[config.mk]
export PLATFORM = sky130hd
export DESIGN_NAME = div_unit
export DESIGN_NICKNAME = d
export VERILOG_FILES = /design/src/rtl/div_unit_pkg.sv /design/src/rtl/div_unit_step.sv /design/src/rtl/div_unit.sv
export SDC_FILE = /design/constraint.sdc
export NUM_CORES = 1
export LEC_CHECK = 0
export ABC_AREA = 1
export CAP_MARGIN = 20
export CORE_UTILIZATION = 45
export DETAILED_ROUTE_END_ITERATION = 7
export PLACE_DENSITY = 0.67
export SYNTH_ARGS = -nofsm -noshare
export SYNTH_HDL_FRONTEND = slang
export SYNTH_SLANG_ARGS = --single-unit
[constraint.sdc]
create_clock -name clk -period 4.3 [get_ports clk]
set_input_delay 0.645 -clock clk [delete_from_list [all_inputs] [get_ports clk]]
set_output_delay 0.645 -clock clk [all_outputs]
set_load 0.01 [all_outputs]
[src/rtl/div_unit_pkg.sv]
// div_unit_pkg: shared definitions for the iterative RV32M divider.
//   XLEN        - default operand/result width
//   div_op_e    - funct3[1:0] encodings for DIV / DIVU / REM / REMU
//   div_state_e - divider sequencing states
package div_unit_pkg;

    localparam int XLEN = 32;

    typedef enum logic [1:0] {
        OP_DIV  = 2'b00,
        OP_DIVU = 2'b01,
        OP_REM  = 2'b10,
        OP_REMU = 2'b11
    } div_op_e;

    typedef enum logic [1:0] {
        S_IDLE = 2'b00,
        S_CALC = 2'b01,
        S_DONE = 2'b10
    } div_state_e;

endpackage

[src/rtl/div_unit_step.sv]
// div_step: one combinational restoring-division step.
// Ports:
//   rem      in  N  partial remainder (always < divisor)
//   quo_msb  in  1  next dividend bit shifted into the remainder
//   divisor  in  N  |divisor|
//   rem_next out N  updated partial remainder
//   quo_bit  out 1  quotient bit produced by this step
module div_step
    import div_unit_pkg::*;
#(
    parameter int N = XLEN
) (
    input  logic [N-1:0] rem,
    input  logic         quo_msb,
    input  logic [N-1:0] divisor,
    output logic [N-1:0] rem_next,
    output logic         quo_bit
);

    logic [N:0] shifted_s;
    logic [N:0] trial_s;

    // Since rem < divisor, shifted - divisor always fits in N+1 signed bits,
    // so the top bit of the trial is a reliable sign.
    assign shifted_s = {rem, quo_msb};
    assign trial_s   = shifted_s + {1'b1, ~divisor} + {{N{1'b0}}, 1'b1};
    assign quo_bit   = ~trial_s[N];
    assign rem_next  = quo_bit ? trial_s[N-1:0] : shifted_s[N-1:0];

endmodule

[src/rtl/div_unit.sv]
// div_unit: multi-cycle restoring divider for RV32M DIV/DIVU/REM/REMU.
// Ports:
//   clk, rst  - rising-edge clock, synchronous active-high reset
//   start     - request, sampled only in IDLE
//   op        - funct3[1:0] (00 DIV, 01 DIVU, 10 REM, 11 REMU)
//   dividend  - rs1, divisor - rs2
//   flush     - abort an in-flight operation
//   busy      - high whenever not IDLE
//   done      - one-cycle completion pulse, result valid that cycle
//   result    - registered quotient or remainder
// Optional build macro DIV_UNIT_EARLY_OUT_EN: divide-by-zero and signed
// overflow go straight from IDLE to DONE (done one cycle after start).
module div_unit
    import div_unit_pkg::*;
#(
    parameter int N = XLEN
) (
    input  logic         clk,
    input  logic         rst,
    input  logic         start,
    input  logic [1:0]   op,
    input  logic [N-1:0] dividend,
    input  logic [N-1:0] divisor,
    input  logic         flush,
    output logic         busy,
    output logic         done,
    output logic [N-1:0] result
);

    localparam int            CW        = $clog2(N) + 1;
    localparam logic [CW-1:0] LAST_STEP = CW'(N - 1);
    localparam logic [CW-1:0] CNT_ONE   = {{(CW-1){1'b0}}, 1'b1};
    localparam logic [N-1:0]  ONE       = {{(N-1){1'b0}}, 1'b1};
    localparam logic [N-1:0]  MIN_NEG   = {1'b1, {(N-1){1'b0}}};

    // RISC-V defined results for divide-by-zero and signed overflow.
    function automatic logic [N-1:0] special_result(input logic [1:0]   f_op,
                                                    input logic [N-1:0] f_dvnd,
                                                    input logic         f_divz);
        logic [N-1:0] res;
        if (f_divz) begin
            res = f_op[1] ? f_dvnd : {N{1'b1}};
        end else begin
            res = f_op[1] ? {N{1'b0}} : f_dvnd;
        end
        return res;
    endfunction

    div_state_e    state_r, state_next_s;
    logic [CW-1:0] cnt_r;
    logic [1:0]    op_r;
    logic          neg_q_r, neg_r_r, divz_r, ovf_r;
    logic [N-1:0]  rem_r, quo_r, dvsr_r, dvnd_raw_r, result_r;

    logic          signed_op_s, divz_in_s, ovf_in_s;
    logic [N-1:0]  abs_dvnd_s, abs_dvsr_s;
    logic          accept_s, step_s, finish_s;
    logic [N-1:0]  rem_step_s, quo_fin_s, quo_cor_s, rem_cor_s, final_s;
    logic          qbit_s;

    assign signed_op_s = (op == OP_DIV) || (op == OP_REM);
    assign divz_in_s   = (divisor == {N{1'b0}});
    assign ovf_in_s    = signed_op_s && (dividend == MIN_NEG) && (divisor == {N{1'b1}});
    assign abs_dvnd_s  = (signed_op_s && dividend[N-1]) ? (~dividend + ONE) : dividend;
    assign abs_dvsr_s  = (signed_op_s && divisor[N-1])  ? (~divisor + ONE)  : divisor;

`ifdef DIV_UNIT_EARLY_OUT_EN
    logic special_in_s;
    assign special_in_s = divz_in_s || ovf_in_s;
`endif

    div_step #(.N(N)) u_step (
        .rem      (rem_r),
        .quo_msb  (quo_r[N-1]),
        .divisor  (dvsr_r),
        .rem_next (rem_step_s),
        .quo_bit  (qbit_s)
    );

    // Sign correction uses the last step's outputs directly so the result is
    // registered on the same edge that enters DONE.
    assign quo_fin_s = {quo_r[N-2:0], qbit_s};
    assign quo_cor_s = neg_q_r ? (~quo_fin_s + ONE) : quo_fin_s;
    assign rem_cor_s = neg_r_r ? (~rem_step_s + ONE) : rem_step_s;
    assign final_s   = (divz_r || ovf_r) ? special_result(op_r, dvnd_raw_r, divz_r)
                                         : (op_r[1] ? rem_cor_s : quo_cor_s);

    // Next-state and step-control decode.
    always_comb begin
        state_next_s = state_r;
        accept_s     = 1'b0;
        step_s       = 1'b0;
        finish_s     = 1'b0;
        case (state_r)
            S_IDLE: begin
                if (start) begin
                    accept_s = 1'b1;
`ifdef DIV_UNIT_EARLY_OUT_EN
                    if (special_in_s) begin
                        state_next_s = S_DONE;
                    end else begin
                        state_next_s = S_CALC;
                    end
`else
                    state_next_s = S_CALC;
`endif
                end else begin
                    state_next_s = S_IDLE;
                end
            end
            S_CALC: begin
                if (flush) begin
                    state_next_s = S_IDLE;
                end else begin
                    step_s = 1'b1;
                    if (cnt_r == LAST_STEP) begin
                        finish_s     = 1'b1;
                        state_next_s = S_DONE;
                    end else begin
                        state_next_s = S_CALC;
                    end
                end
            end
            S_DONE:  state_next_s = S_IDLE;
            default: state_next_s = S_IDLE;
        endcase
    end

    // State, working registers and result register.
    always_ff @(posedge clk) begin
        if (rst) begin
            state_r    <= S_IDLE;
            cnt_r      <= {CW{1'b0}};
            op_r       <= 2'b00;
            neg_q_r    <= 1'b0;
            neg_r_r    <= 1'b0;
            divz_r     <= 1'b0;
            ovf_r      <= 1'b0;
            rem_r      <= {N{1'b0}};
            quo_r      <= {N{1'b0}};
            dvsr_r     <= {N{1'b0}};
            dvnd_raw_r <= {N{1'b0}};
            result_r   <= {N{1'b0}};
        end else begin
            state_r <= state_next_s;
            if (accept_s) begin
                op_r       <= op;
                neg_q_r    <= signed_op_s && (dividend[N-1] ^ divisor[N-1]);
                neg_r_r    <= signed_op_s && dividend[N-1];
                divz_r     <= divz_in_s;
                ovf_r      <= ovf_in_s;
                dvnd_raw_r <= dividend;
                dvsr_r     <= abs_dvsr_s;
                quo_r      <= abs_dvnd_s;
                rem_r      <= {N{1'b0}};
                cnt_r      <= {CW{1'b0}};
            end else if (step_s) begin
                rem_r <= rem_step_s;
                quo_r <= quo_fin_s;
                cnt_r <= cnt_r + CNT_ONE;
            end else begin
                cnt_r <= cnt_r;
            end
            if (finish_s) begin
                result_r <= final_s;
`ifdef DIV_UNIT_EARLY_OUT_EN
            end else if (accept_s && special_in_s) begin
                result_r <= special_result(op, dividend, divz_in_s);
`endif
            end else begin
                result_r <= result_r;
            end
        end
    end

    assign busy   = (state_r != S_IDLE);
    // A flush during the DONE cycle cancels the pulse.
    assign done   = (state_r == S_DONE) && !flush;
    assign result = result_r;

endmodule

==> reports/qor.log, run 1 <==
qor: sta.worst_hold_slack 469 ps
qor: detailed_routing.first_iter_violations 1,680
qor: yosys.netlist_instances 2,238
qor: global_route.grt_max_degree 71
qor: yosys.synth_top_cell_area_share 0.257
qor: worst_setup_path.crit_top_cell nand2_1
qor: detailed_routing.routedWlPerCell 18.4 um
qor: sta.final.setup_skew 11.7 ps
qor: final_layout.final_core_util 0.529
qor: power_and_ir_drop.vdd.ir_drop.worst 0.343 mV
qor: clock_tree.tritoncts done
qor: placed_design.placement.io_buffers 103
qor: worst_setup_path.critPathKind reg2reg
qor: clock_tree.cts.reportedPaths.clkPinSlew 70 ps
qor: detailed_routing.drt_pass1_iterations 5
qor: final_layout.layout.filler_cells 2,985
qor: final_layout.multi_input_area 8360 um2
qor: detailed_routing.drt-vias-per-instance 5.65
qor: power_and_ir_drop.finalPower 5.58 mW
qor: detailed_routing.wirelength 49.6 mm
qor: final_layout.area_growth 14.3%
qor: yosys.synth_cell_types 62
qor: global_route.globalRoute.totalOverflow 0
qor: clock_tree.cts_hold_buffers_added 0
qor: yosys.cell_area_after_synthesis 13,500 um2
qor: sta.timing.slew.headroom 0.431
qor: sta.timing.final.hold_violations 0
qor: die.floorplan.core_area 29,100 um2
qor: die.dieArea 30,600 um2
qor: global_route.grt_first_pass_wirelength 77.3 mm
qor: detailed_routing.vias 15,200
qor: die.die_height 175 um
qor: detailed_routing.drt_drc_violations_left 0
qor: global_route.antenna_found_initial 0
qor: sta.finalCritPeriodShare 0.939
qor: power_and_ir_drop.p_leak 7.39 nW
qor: worst_setup_path.path_max_fanout 4
qor: yosys.synth_top_cells_by_area dfxtp_1 (26%), nand2_1 (16%), inv_1 (9.0%), a21oi_1 (6.5%), o21ai_0 (6.3%)
qor: worst_setup_path.critical-path-slowest-cell fa_2
qor: worst_setup_path.crit_path_max_incr_delay 370 ps
qor: yosys.synth-async-reset-ratio 0
qor: die.std_cell_rows 62
qor: sta.max_slew.worst_pin.slew 852 ps
qor: sta.final_period_minus_worst_setup_slack 4040 ps
qor: final_layout.nets 2,410
qor: clock_tree.cts_buffers 17
qor: placed_design.detailedPlace.worstSlack 68.1 ps
qor: power_and_ir_drop.cellPowerDensity 362 nW/um2
qor: yosys.synth_seq_area_share 0.257
qor: placed_design.detailedPlacementHpwl 38.4 mm
qor: clock_tree.clock-sinks 173
qor: clock_tree.cts.root.buffer_cell clkbuf_16
qor: run.maxCapViolCount 0
qor: yosys.synth.yosys.warnings 0
qor: yosys.synth_enable_flop_cells 0
qor: final_layout.sequential_cell_area_in_the_final_layout 3470 um2
qor: placed_design.placed_cell_area 14,800 um2
qor: detailed_routing.route.antenna.remaining_nets 0
qor: clock_tree.ctsLongestPathBuffers 2
qor: final_layout.final_layout_size_suffix_gt1_frac 0.0713
qor: die.number_of_i_o_pins 104
qor: sta.final-max-slew-violation-count 0
qor: outcome.status finished clean
qor: global_route.grtUsageTotal 0.326
qor: sta.setup_ws_post_layout 260 ps
qor: final_layout.finalInstanceArea 15,400 um2
qor: yosys.synthTopCellsByCount nand2_1 (569), inv_1 (322), nor2_1 (187), a21oi_1 (175), dfxtp_1 (173)
qor: worst_hold_path.hold_wc_path_type reg2reg
qor: yosys.postSynthRegisterBits 173
qor: worst_setup_path.timing.critical_path.required 4690 ps
qor: die.floorplan.initialDensity 0.463
qor: worst_setup_path.cp_num_buf_inv 5
qor: final_layout.insertedDiodeCount 0
qor: worst_setup_path.startpoint_type_of_the_worst_setup_path register
qor: clock_tree.ctsHtreeMaxLevel 4
qor: sta.finalSetupViolCount 0
qor: worst_setup_path.cp.arrival 4430 ps
qor: yosys.dominant_cell_by_count_in_the_synthesized_netlist nand2_1
qor: die.die_x 175 um
qor: yosys.syn_area_per_cell 6.02 um2
qor: worst_setup_path.end_kind register
qor: yosys.synth_top_area_cell dfxtp_1
qor: yosys.postSynth.topFlopCell dfxtp_1
qor: sta.maxClockFrequency 248 MHz
qor: global_route.grt_pass1_vias 13,900
qor: clock_tree.clock_insertion_delay_worst_skew 460 ps
qor: worst_setup_path.critPathTopFamily simple AND/OR/NAND/NOR gates
qor: yosys.syn_nets 2,347
qor: placed_design.place_congestion 0.992
[kinds of logic (layout without fill, tap and decap cells)]
family	after synthesis	after routing	synth area share
XOR/XNOR	23	23	0.0150
AO/OA/AOI/OAI	496	496	0.213
adder cells (fa/ha/maj)	39	39	0.0368
AND/OR/NAND/NOR	1080	1080	0.351
flip-flops	173	173	0.257
buffers and inverters	427	503	0.127
[repair_timing]
action                                  in CTS  in global routing
gates resized for setup                      0                 15
setup buffers                                0                  5
endpoints found under the setup margin       0                  8
[per-stage QoR]
stage | cells | TNS (ps)
after floorplan | 2238 | 0
after global placement | 2661 | 0
after detailed placement | 2661 | 0
after CTS | 2693 | 0
after global routing | 2698 | -112
final | 2698 | 0
[final timing paths]
path | startpoint | to | slack (ps) | cells past startpoint
worst max-delay path | quo_r[31] | result[30] | 260 | 32
worst min-delay path | dvsr_r[22] | dvsr_r[22] | 470 | 2
worst max register to register | quo_r[31] | result[30] | 260 | 32
worst min register to register | dvsr_r[22] | dvsr_r[22] | 470 | 2
[report_power, final]
group / total [mW] / internal [mW] / switching [mW]
Clock: 1.52 / 0.804 / 0.714
Sequential: 1.79 / 1.69 / 0.0999
Combinational: 2.27 / 0.707 / 1.56
[placed cells by master (no fill, tap or decap), types with 6 or more instances in the layout]
cell             Yosys  layout
o21bai_1             8       8
clkbuf_16            0      17
o32ai_1              6       6
nand2_1            569     567
o31ai_1             14      14
nor2_1             187     182
nor3_1              72      71
a31oi_1             10      10
inv_2                6       9
a211oi_1            10      10
o221ai_1            11      11
nor2_2               8      13
nand4_1             26      26
ha_1                38      37
o21ai_0            169     166
dfxtp_1            173     171
a221oi_1             9       9
nand3b_1             9       9
o211ai_1            24      24
a21oi_1            175     174
nand2_2             28      30
clkdlybuf4s50_1      0     103
o22ai_1             19      19
o21ai_1             14      15
nand3_1            130     129
nor4_1              13      13
xor2_1              19      19
buf_4                2      35
a21oi_2              5       6
nand2_4              8       8
inv_1              322     320
[worst reg2reg max path: cells and delay by family (launching register included)]
family / cells / cell delay, ps
AOI/OAI and AO/OA: 6 / 680
adders and majority gates: 3 / 720
buffers and inverters: 5 / 390
DFF: 1 / 310
and+or+nand+nor: 18 / 1880
[sequential cells by signal (all words and copies together) (netlist names)]
register and flops:
quo_r 32, cnt_r 6, op_r 1, dvnd_raw_r 32
state_r 2, dvsr_r 32, rem_r 32, neg_q_r 1
result 32, neg_r_r 1, ovf_r 1, divz_r 1
[layout make-up]
type | instances | area share
inverters | 333 | 0.0812
flip-flops and latches | 173 | 0.225
clock buffers | 20 | 0.0284
well taps | 384 | 0.0312
clock inverters | 12 | 0.00747
repair buffers | 138 | 0.0840
multi-input cells | 1638 | 0.543
[routing by layer]
layer | part of all wire | routed length [um] | track usage
met1 | 0.47 | 23200 | 0.474
met2 | 0.43 | 21200 | 0.492
met3 | 0.081 | 4020 | 0.0487
met4 | 0.024 | 1170 | 0.0978
met5 | 0 | 0 | 0
Note: power is estimated with default switching activity, not from simulation.
==> run 2: changes to the inputs <==
--- a/config.mk
+++ b/config.mk
@@ -5,11 +5,11 @@
 export SDC_FILE = /design/constraint.sdc
 export NUM_CORES = 1
 export LEC_CHECK = 0
-export ABC_AREA = 1
 export CAP_MARGIN = 20
 export CORE_UTILIZATION = 45
 export DETAILED_ROUTE_END_ITERATION = 7
 export PLACE_DENSITY = 0.67
+export SLEW_MARGIN = 20
 export SYNTH_ARGS = -nofsm -noshare
 export SYNTH_HDL_FRONTEND = slang
 export SYNTH_SLANG_ARGS = --single-unit
==> run 2 against run 1 <==
  * Sequential power hardly changed
  * Fmax is 3.8% lower
  * Register-to-register slack worse by 160 ps
  * Area after synthesis shrank 7.5%
  * Total power fell by 6.5%
  * Via count decreased by 11%
  * Flip-flop and latch count did not move
  * Global-route usage is 1.8 points lower
  * Clock skew up 12 ps
  * Combinational power decreased by 20%
  * Hold slack got worse by 10 ps
  * Largest power group unchanged
==> reports/qor.log, run 2 <==
qor: clock_tree.ctsLongestPathBuffers 2 [unchanged]
qor: worst_setup_path.timing.critical_path.required 4650 ps [-40 ps]
qor: die.dieArea 28,400 um2 [-7.4%]
qor: final_layout.finalInstanceArea 15,700 um2 [+2.2%]
qor: power_and_ir_drop.cellPowerDensity 331 nW/um2 [-8.5%]
qor: global_route.grt_first_pass_wirelength 68.5 mm [-11%]
qor: yosys.synth-async-reset-ratio 0 [unchanged]
qor: sta.timing.final.hold_violations 0 [unchanged]
qor: final_layout.area_growth 26.3%
qor: yosys.dominant_cell_by_count_in_the_synthesized_netlist nand2_1
qor: sta.final.setup_skew 23.7 ps [+12.0 ps]
qor: yosys.syn_area_per_cell 7.26 um2 [+21%]
qor: clock_tree.tritoncts done
qor: sta.final_period_minus_worst_setup_slack 4200 ps [+158 ps]
qor: clock_tree.cts.reportedPaths.clkPinSlew 80 ps [about the same]
qor: sta.timing.slew.headroom 0.252 [-0.179]
qor: detailed_routing.drt-vias-per-instance 6.09 [+7.8%]
qor: detailed_routing.drt_pass1_iterations 5 [unchanged]
qor: worst_setup_path.cp.arrival 4540 ps [+110 ps]
qor: die.std_cell_rows 60 [-3.2%]
qor: sta.final-max-slew-violation-count 0 [unchanged]
qor: placed_design.detailedPlace.worstSlack -32.7 ps [-101 ps]
qor: sta.grt_setup_unrepaired true
qor: die.number_of_i_o_pins 104 [unchanged]
qor: global_route.grt_pass1_vias 12,400 [-11%]
qor: placed_design.place_congestion 0.955 [-3.8%]
qor: power_and_ir_drop.p_leak 5.81 nW [-21%]
qor: global_route.globalRoute.totalOverflow 0 [unchanged]
qor: worst_setup_path.startpoint_type_of_the_worst_setup_path register
qor: final_layout.insertedDiodeCount 0 [unchanged]
qor: clock_tree.cts_buffers 17 [unchanged]
qor: detailed_routing.first_iter_violations 1,309 [-22%]
qor: sta.finalSetupViolCount 0 [unchanged]
qor: clock_tree.clock_insertion_delay_worst_skew 460 ps [about the same]
qor: die.floorplan.initialDensity 0.461 [-0.00199]
qor: final_layout.post_layout_nonfiller_instances 2,229 [-17%]
qor: worst_setup_path.path_max_fanout 4 [unchanged]
qor: placed_design.placement.io_buffers 103 [unchanged]
qor: clock_tree.clock-sinks 173 [unchanged]
qor: yosys.postSynthRegisterBits 173 [unchanged]
qor: final_layout.mostFrequentLayoutCell nand2_1
qor: worst_setup_path.end_kind register
qor: yosys.synth_seq_area_share 0.278 [+0.0208]
qor: worst_hold_path.hold_wc_path_type reg2reg
qor: die.die_height 168 um [-3.8%]
qor: placed_design.placed_cell_area 14,600 um2 [-1.3%]
qor: yosys.synth_cell_types 80 [+29%]
qor: yosys.postSynth.topFlopCell dfxtp_1
qor: clock_tree.ctsHtreeMaxLevel 4 [unchanged]
qor: global_route.grtUsageTotal 0.308 [-0.0178]
qor: power_and_ir_drop.vdd.ir_drop.worst 0.248 mV [-28%]
qor: detailed_routing.routedWlPerCell 20.1 um [+9.3%]
qor: yosys.synth.yosys.warnings 0 [unchanged]
qor: yosys.netlist_instances 1,717 [-23%]
qor: sta.fin_tns_setup 0 ps [unchanged]
qor: yosys.synth_top_cells_by_area dfxtp_1 (28%), nand2_1 (7.1%), nor2_1 (6.4%), a21oi_1 (6.1%), xnor2_1 (4.9%)
qor: worst_setup_path.reg2regPathDepth 13 [-59%]
qor: yosys.syn_nets 1,826 [-22%]
qor: sta.setup_ws_post_layout 102 ps [-158 ps]
qor: clock_tree.cts.root.buffer_cell clkbuf_16
qor: placed_design.detailedPlacementHpwl 33.0 mm [-14%]
qor: placed_design.placed_cells 2,181 [-18%]
qor: clock_tree.cts_hold_buffers_added 0 [unchanged]
qor: die.die_x 168 um [-3.8%]
qor: outcome.status finished clean
qor: global_route.antenna_found_initial 0 [unchanged]
qor: yosys.synth_enable_flop_cells 0 [unchanged]
qor: yosys.cell_area_after_synthesis 12,500 um2 [-7.5%]
qor: sta.finalCritPeriodShare 0.976 [+0.0368]
qor: final_layout.most-common-layout-cells nand2_1 (235), nor2_1 (213), dfxtp_1 (159)
qor: detailed_routing.wirelength 44.8 mm [-9.7%]
qor: yosys.synth_top_area_cell dfxtp_1
qor: detailed_routing.drt_drc_violations_left 0 [unchanged]
qor: sta.max_slew.worst_pin.slew 1110 ps [+260 ps]
qor: detailed_routing.route.antenna.remaining_nets 0 [unchanged]
qor: global_route.grt_max_degree 138 [+94%]
qor: worst_hold_path.min_delay_path_depth 2 [unchanged]
qor: final_layout.nets 1,985 [-18%]
qor: final_layout.final_layout_size_suffix_gt1_frac 0.157 [+0.0855]
qor: yosys.synth_top_cell_area_share 0.278 [+0.0208]
qor: sta.maxClockFrequency 238 MHz [-3.8%]
qor: run.maxCapViolCount 0 [unchanged]
qor: yosys.synthTopCellsByCount nand2_1 (237), nor2_1 (213), dfxtp_1 (173), a21oi_1 (152), clkbuf_1 (89)
qor: detailed_routing.vias 13,600 [-11%]
qor: die.floorplan.core_area 27,000 um2 [-7.1%]
qor: worst_setup_path.critPathKind reg2reg
[run 2: cell type report]
cell class	instances	area [um2]
fillers	2539	11300
multi-input cells	1366	8810
flip-flops and latches	173	3480
repair buffers	257	2200
well taps	341	427
clock buffers	17	425
inverters	61	231
clock inverters	14	165
[run 2: routing by layer]
layer / track usage / share of wire / vias to the layer above
met5: 0 / 0 / -
met4: 0.119 / 0.040 / 0
met3: 0.0451 / 0.070 / 108
met2: 0.484 / 0.45 / 558
met1: 0.424 / 0.44 / 6409
li1: - / - / 6500
[run 2: report_power, final]
| group | internal [mW] | total, mW | switching [mW] |
|---|---|---|---|
| Sequential | 1.69 | 1.77 | 0.0887 |
| Clock | 0.829 | 1.62 | 0.788 |
| Combinational | 0.766 | 1.82 | 1.06 |
[run 2: what timing repair did]
item / CTS / global route
resized for setup: 2 / 90
gates cloned: 0 / 0
pin swaps: 3 / 33
endpoints found under the setup margin: 4 / 14
buffers inserted: 3 / 14
[run 2: per-stage QoR]
stage / hold WS, ps / power, mW / util
after floorplan: 432 / 2.81 / -
after global placement: 444 / 3.43 / 0.539
after detailed placement: 449 / 3.44 / 0.539
after CTS: 458 / 5.04 / 0.562
after global routing: 472 / 5.43 / 0.582
final: 459 / 5.21 / 0.582
[run 2: kinds of logic (layout without fill, tap and decap cells)]
logic type                 Yosys count  count (layout)  synth area share
xor gates and xnor gates           127             127            0.0893
DFF                                173             173             0.278
muxes                               34              34            0.0281
and+or+nand+nor                    679             679             0.249
AOI/OAI and AO/OA                  487             487             0.260
adders and majority gates           39              39            0.0398
buffers and inverters              178             349            0.0555
[run 2: final timing paths]
kind                       from            end  slack (ps)
setup / recovery      dvsr_r[6]     result[31]         100
hold / removal    dvnd_raw_r[5]  dvnd_raw_r[5]         460
setup reg to reg      dvsr_r[6]     result[31]         100
hold reg to reg   dvnd_raw_r[5]  dvnd_raw_r[5]         460
[run 2: worst max-delay path, stage by stage, from the launching register on]
cell and delay, ps:
dfxtp_1 330, inv_1 50, ha_1 330, a21o_1 240, a221o_1 390, a211oi_4 280
nor4_1 110, or4_4 450, a211oi_4 300, a41oi_2 170, or3_4 410, or4b_1 530
mux2_1 330, o21a_1 160
==> run 3: changes to the inputs <==
--- a/config.mk
+++ b/config.mk
@@ -6,10 +6,12 @@
 export NUM_CORES = 1
 export LEC_CHECK = 0
 export CAP_MARGIN = 20
+export CORE_MARGIN = 10
 export CORE_UTILIZATION = 45
 export DETAILED_ROUTE_END_ITERATION = 7
-export PLACE_DENSITY = 0.67
+export PLACE_DENSITY = 0.68
 export SLEW_MARGIN = 20
 export SYNTH_ARGS = -nofsm -noshare
 export SYNTH_HDL_FRONTEND = slang
+export SYNTH_HIERARCHICAL = 1
 export SYNTH_SLANG_ARGS = --single-unit
==> run 3 against run 2 <==
  * Via count down 3.0%
  * Total power shrank 14%
  * Design area is 0.28% lower
  * Routed wire length decreased by 1.4%
  * Largest cell class unchanged
  * Hold slack worse by 3.2 ps
  * Sequential power about the same
  * Critical path depth is 10 higher
  * Area after synthesis down 2.3%
  * The flow now finishes with violations (negative setup slack)
==> reports/qor.log, run 3 <==
qor: yosys.netlist_instances 1,603 [-6.6%]
qor: yosys.dominant_cell_by_count_in_the_synthesized_netlist nand2_1
qor: worst_setup_path.timing.critical_path.required 4660 ps [about the same]
qor: global_route.grt_first_pass_wirelength 69.4 mm [+1.3%]
qor: yosys.synthTopCellsByCount nand2_1 (268), dfxtp_1 (173), a21oi_1 (148), nor2_1 (109), clkbuf_1 (98)
qor: sta.finalSetupViolCount 27 [+27]
qor: die.dieArea 34,000 um2 [+20%]
qor: worst_hold_path.min_delay_path_depth 2 [unchanged]
qor: worst_setup_path.reg2regPathDepth 23 [+10]
qor: clock_tree.clock_insertion_delay_worst_skew 440 ps [-20 ps]
qor: power_and_ir_drop.combPwrFrac 0.229 [-0.120]
qor: detailed_routing.drt-vias-per-instance 6.21 [+2.0%]
qor: sta.grt_setup_unrepaired true
qor: detailed_routing.route.antenna.remaining_nets 0 [unchanged]
qor: die.number_of_i_o_pins 104 [unchanged]
qor: yosys.syn_nets 1,712 [-6.2%]
qor: global_route.antenna_found_initial 0 [unchanged]
qor: sta.final.setup_skew 9.73 ps [-14.0 ps]
qor: worst_setup_path.end_kind register
qor: worst_setup_path.startpoint_type_of_the_worst_setup_path register
qor: yosys.synth_seq_area_share 0.285 [+0.00660]
qor: worst_setup_path.path_max_fanout 9 [+5]
qor: clock_tree.ctsHtreeMaxLevel 4 [unchanged]
qor: final_layout.mostFrequentLayoutCell nand2_1
qor: yosys.synth_top_area_cell dfxtp_1
qor: worst_hold_path.whs_endpoint dvsr_r[31]
qor: outcome.status complete, but fails checks
qor: final_layout.finalInstanceArea 15,700 um2 [-0.28%]
qor: worst_setup_path.rr_startpoint quo_r[31]
qor: worst_setup_path.crit_path_max_incr_delay 350 ps [-180 ps]
qor: final_layout.insertedDiodeCount 0 [unchanged]
qor: yosys.synth-async-reset-ratio 0 [unchanged]
qor: global_route.grt_pass1_vias 12,400 [-0.49%]
qor: clock_tree.cts.reportedPaths.clkPinSlew 70 ps [about the same]
qor: worst_setup_path.r2r-end result[29]
qor: clock_tree.cts.root.buffer_cell clkbuf_16
qor: worst_setup_path.critical-path-slowest-cell fa_2
qor: clock_tree.ctsLongestPathBuffers 2 [unchanged]
qor: detailed_routing.drt_drc_violations_left 0 [unchanged]
qor: yosys.synth_cell_types 85 [+6.3%]
qor: die.die_x 184 um [+9.5%]
qor: yosys.postSynth.topFlopCell dfxtp_1
qor: power_and_ir_drop.vdd.ir_drop.worst 0.232 mV [-6.4%]
qor: detailed_routing.first_iter_violations 1,454 [+11%]
qor: yosys.syn_area_per_cell 7.59 um2 [+4.6%]
qor: worst_setup_path.cell_by_cell_listing_of_the_critical_path inv_2 > ha_4 > fa_2 > and2b_1 > o2111ai_2 > a21oi_2 > o2111ai_2 > a211oi_2 > nor2_2 > mux2i_2 > and2_4 > inv_8 > buf_12 > buf_12 > mux2_4 > nor4_4 > buf_4 > nand4b_1 > buf_4 > o41ai_4 > xnor2_1 > nand2_1 > a31oi_1
qor: power_and_ir_drop.p_leak 6.05 nW [+4.1%]
qor: yosys.synth_enable_flop_cells 0 [unchanged]
qor: detailed_routing.vias 13,200 [-3.0%]
qor: power_and_ir_drop.switching_share 0.321 [-0.0493]
qor: run.maxCapViolCount 0 [unchanged]
qor: global_route.globalRoute.totalOverflow 0 [unchanged]
qor: sta.maxClockFrequency 222 MHz [-6.9%]
qor: detailed_routing.drt_pass1_iterations 8 [+3]
qor: worst_setup_path.cp.arrival 4870 ps [+330 ps]
qor: worst_setup_path.critPathTopFamily compound AO/OA/AOI/OAI gates
qor: die.die_height 184 um [+9.5%]
qor: sta.setup_ws_post_layout -211 ps [-313 ps]
qor: final_layout.layout.filler_cells 2,380 [-6.3%]
qor: placed_design.detailedPlacementHpwl 32.0 mm [-3.2%]
qor: power_and_ir_drop.finalPower 4.48 mW [-14%]
qor: worst_setup_path.cp_num_buf_inv 6 [+5]
qor: power_and_ir_drop.power.clock.fraction 0.377 [+0.067]
qor: sta.finalCritPeriodShare 1.05 [+0.0728]
qor: yosys.cell_area_after_synthesis 12,200 um2 [-2.3%]
qor: sta.final-max-slew-violation-count 0 [unchanged]
qor: power_and_ir_drop.p_switching 1.44 mW [-25%]
qor: final_layout.final_layout_size_suffix_gt1_frac 0.182 [+0.0252]
qor: worst_setup_path.setup.reg_to_reg.worst_slack -210 ps [-310 ps]
qor: power_and_ir_drop.power.sequential.fraction 0.394 [+0.054]
qor: placed_design.place_congestion 0.983 [+3.0%]
qor: die.floorplan.initialDensity 0.454 [-0.00691]
qor: power_and_ir_drop.internal_power 3.04 mW [-7.3%]
qor: yosys.postSynthRegisterBits 173 [unchanged]
qor: yosys.synth_top_cell_area_share 0.285 [+0.00660]
qor: sta.timing.slew.headroom 0.404 [+0.152]
qor: placed_design.placement.io_buffers 103 [unchanged]
qor: final_layout.area_growth 28.9%
qor: clock_tree.tritoncts done
qor: global_route.grtUsageTotal 0.254 [-0.0536]
qor: clock_tree.cts_buffers 17 [unchanged]
qor: detailed_routing.wirelength 44.1 mm [-1.4%]
qor: final_layout.most-common-layout-cells nand2_1 (264), dfxtp_1 (171), a21oi_1 (146)
qor: worst_hold_path.worst_hold_startpoint dvsr_r[31]
qor: power_and_ir_drop.cellPowerDensity 286 nW/um2 [-14%]
qor: final_layout.nets 1,876 [-5.5%]
qor: sta.max_slew.worst_pin.slew 891 ps [-221 ps]
qor: clock_tree.clock-sinks 173 [unchanged]
qor: die.floorplan.core_area 26,800 um2 [-0.83%]
qor: yosys.synth_top_cells_by_area dfxtp_1 (28%), nand2_1 (8.3%), a21oi_1 (6.1%), xnor2_1 (5.1%), xor2_1 (4.6%)
qor: placed_design.placed_cell_area 14,300 um2 [-1.8%]
qor: placed_design.detailedPlace.worstSlack -259 ps [-226 ps]
qor: die.std_cell_rows 60 [unchanged]
qor: worst_hold_path.hold_wc_path_type reg2reg
qor: sta.timing.final.hold_violations 0 [unchanged]
qor: outcome.violations negative setup slack
qor: yosys.synth.yosys.warnings 6 [+6]
qor: worst_setup_path.critPathKind reg2reg
qor: global_route.grt_max_degree 79 [-43%]
qor: sta.final_period_minus_worst_setup_slack 4510 ps [+313 ps]
qor: detailed_routing.routedWlPerCell 20.8 um [+3.6%]
-- run 3: worst max path at each step --
stage               startpoint         end  cells after the start
floorplan            quo_r[31]  result[11]                     21
CTS                  quo_r[31]  result[12]                     20
global placement     quo_r[31]  result[22]                     22
detailed placement   quo_r[31]  result[22]                     22
global route         quo_r[31]  result[28]                     23
finish               quo_r[31]  result[29]                     23
-- run 3: kinds of logic (layout without fill, tap and decap cells) --
| logic type | Yosys count | count (layout) | synth area share |
|---|---|---|---|
| compound gates | 448 | 448 | 0.245 |
| xor+xnor | 135 | 135 | 0.0971 |
| fa+ha+maj | 39 | 39 | 0.0407 |
| buf+inv | 167 | 344 | 0.0551 |
| flops | 173 | 173 | 0.285 |
| mux | 41 | 41 | 0.0417 |
| simple gates | 600 | 600 | 0.236 |
-- run 3: repair_timing --
action,CTS,global route
setup endpoints to repair,27,29
pin swaps,42,40
resized for setup,76,45
buffers inserted,14,11
hold buffers,0,0
-- run 3: power groups by stage --
stage | combinational, mW | clock, mW | sequential (mW)
finish | 1.03 | 1.69 | 1.77
global route | 1.11 | 1.77 | 1.78
CTS | 0.969 | 1.70 | 1.76
detailed placement | 0.913 | 0 | 1.79
global placement | 0.904 | 0 | 1.79
floorplan | 0.597 | 0 | 1.75
-- run 3: per-layer routing --
metal | track usage | vias to the layer above | part of all wire
met1 | 0.326 | 6324 | 0.42
met4 | 0.0796 | 0 | 0.034
met5 | 0 | - | 0
met2 | 0.427 | 637 | 0.47
li1 | - | 6103 | -
met3 | 0.0404 | 106 | 0.075
-- run 3: through the flow --
step | setup TNS (ps) | utilization | instances | hold WS [ps]
2_1_floorplan | -162 | - | 1603 | 425
3_3_place_gp | -749 | 0.534 | 2065 | 440
3_5_place_dp | -2650 | 0.534 | 2065 | 442
4_1_cts | -2130 | 0.573 | 2110 | 459
5_1_grt | -10240 | 0.586 | 2121 | 490
6_report | -3640 | 0.586 | 2121 | 455
-- run 3: final cells by class --
type / instances / area (um2) / area share
Clock buffer: 19 / 433 / 0.0276
Tap cell: 341 / 427 / 0.0272
Clock inverter: 13 / 179 / 0.0114
Timing Repair Buffer: 259 / 2300 / 0.147
Multi-Input combinational cell: 1263 / 8670 / 0.553
Inverter: 53 / 209 / 0.0133
Sequential cell: 173 / 3470 / 0.221
-- run 3: worst register-to-register path, stage by stage, from the launching register on --
cell       delay [ps]
dfxtp_2           340
inv_2              40
ha_4              150
fa_2              350
and2b_1           240
o2111ai_2         140
a21oi_2           210
o2111ai_2         150
a211oi_2          270
nor2_2             80
mux2i_2           200
and2_4            210
inv_8              60
buf_12            140
buf_12            130
mux2_4            320
nor4_4            270
buf_4             160
nand4b_1          200
buf_4             220
o41ai_4           210
xnor2_1           160
nand2_1            70
a31oi_1           130
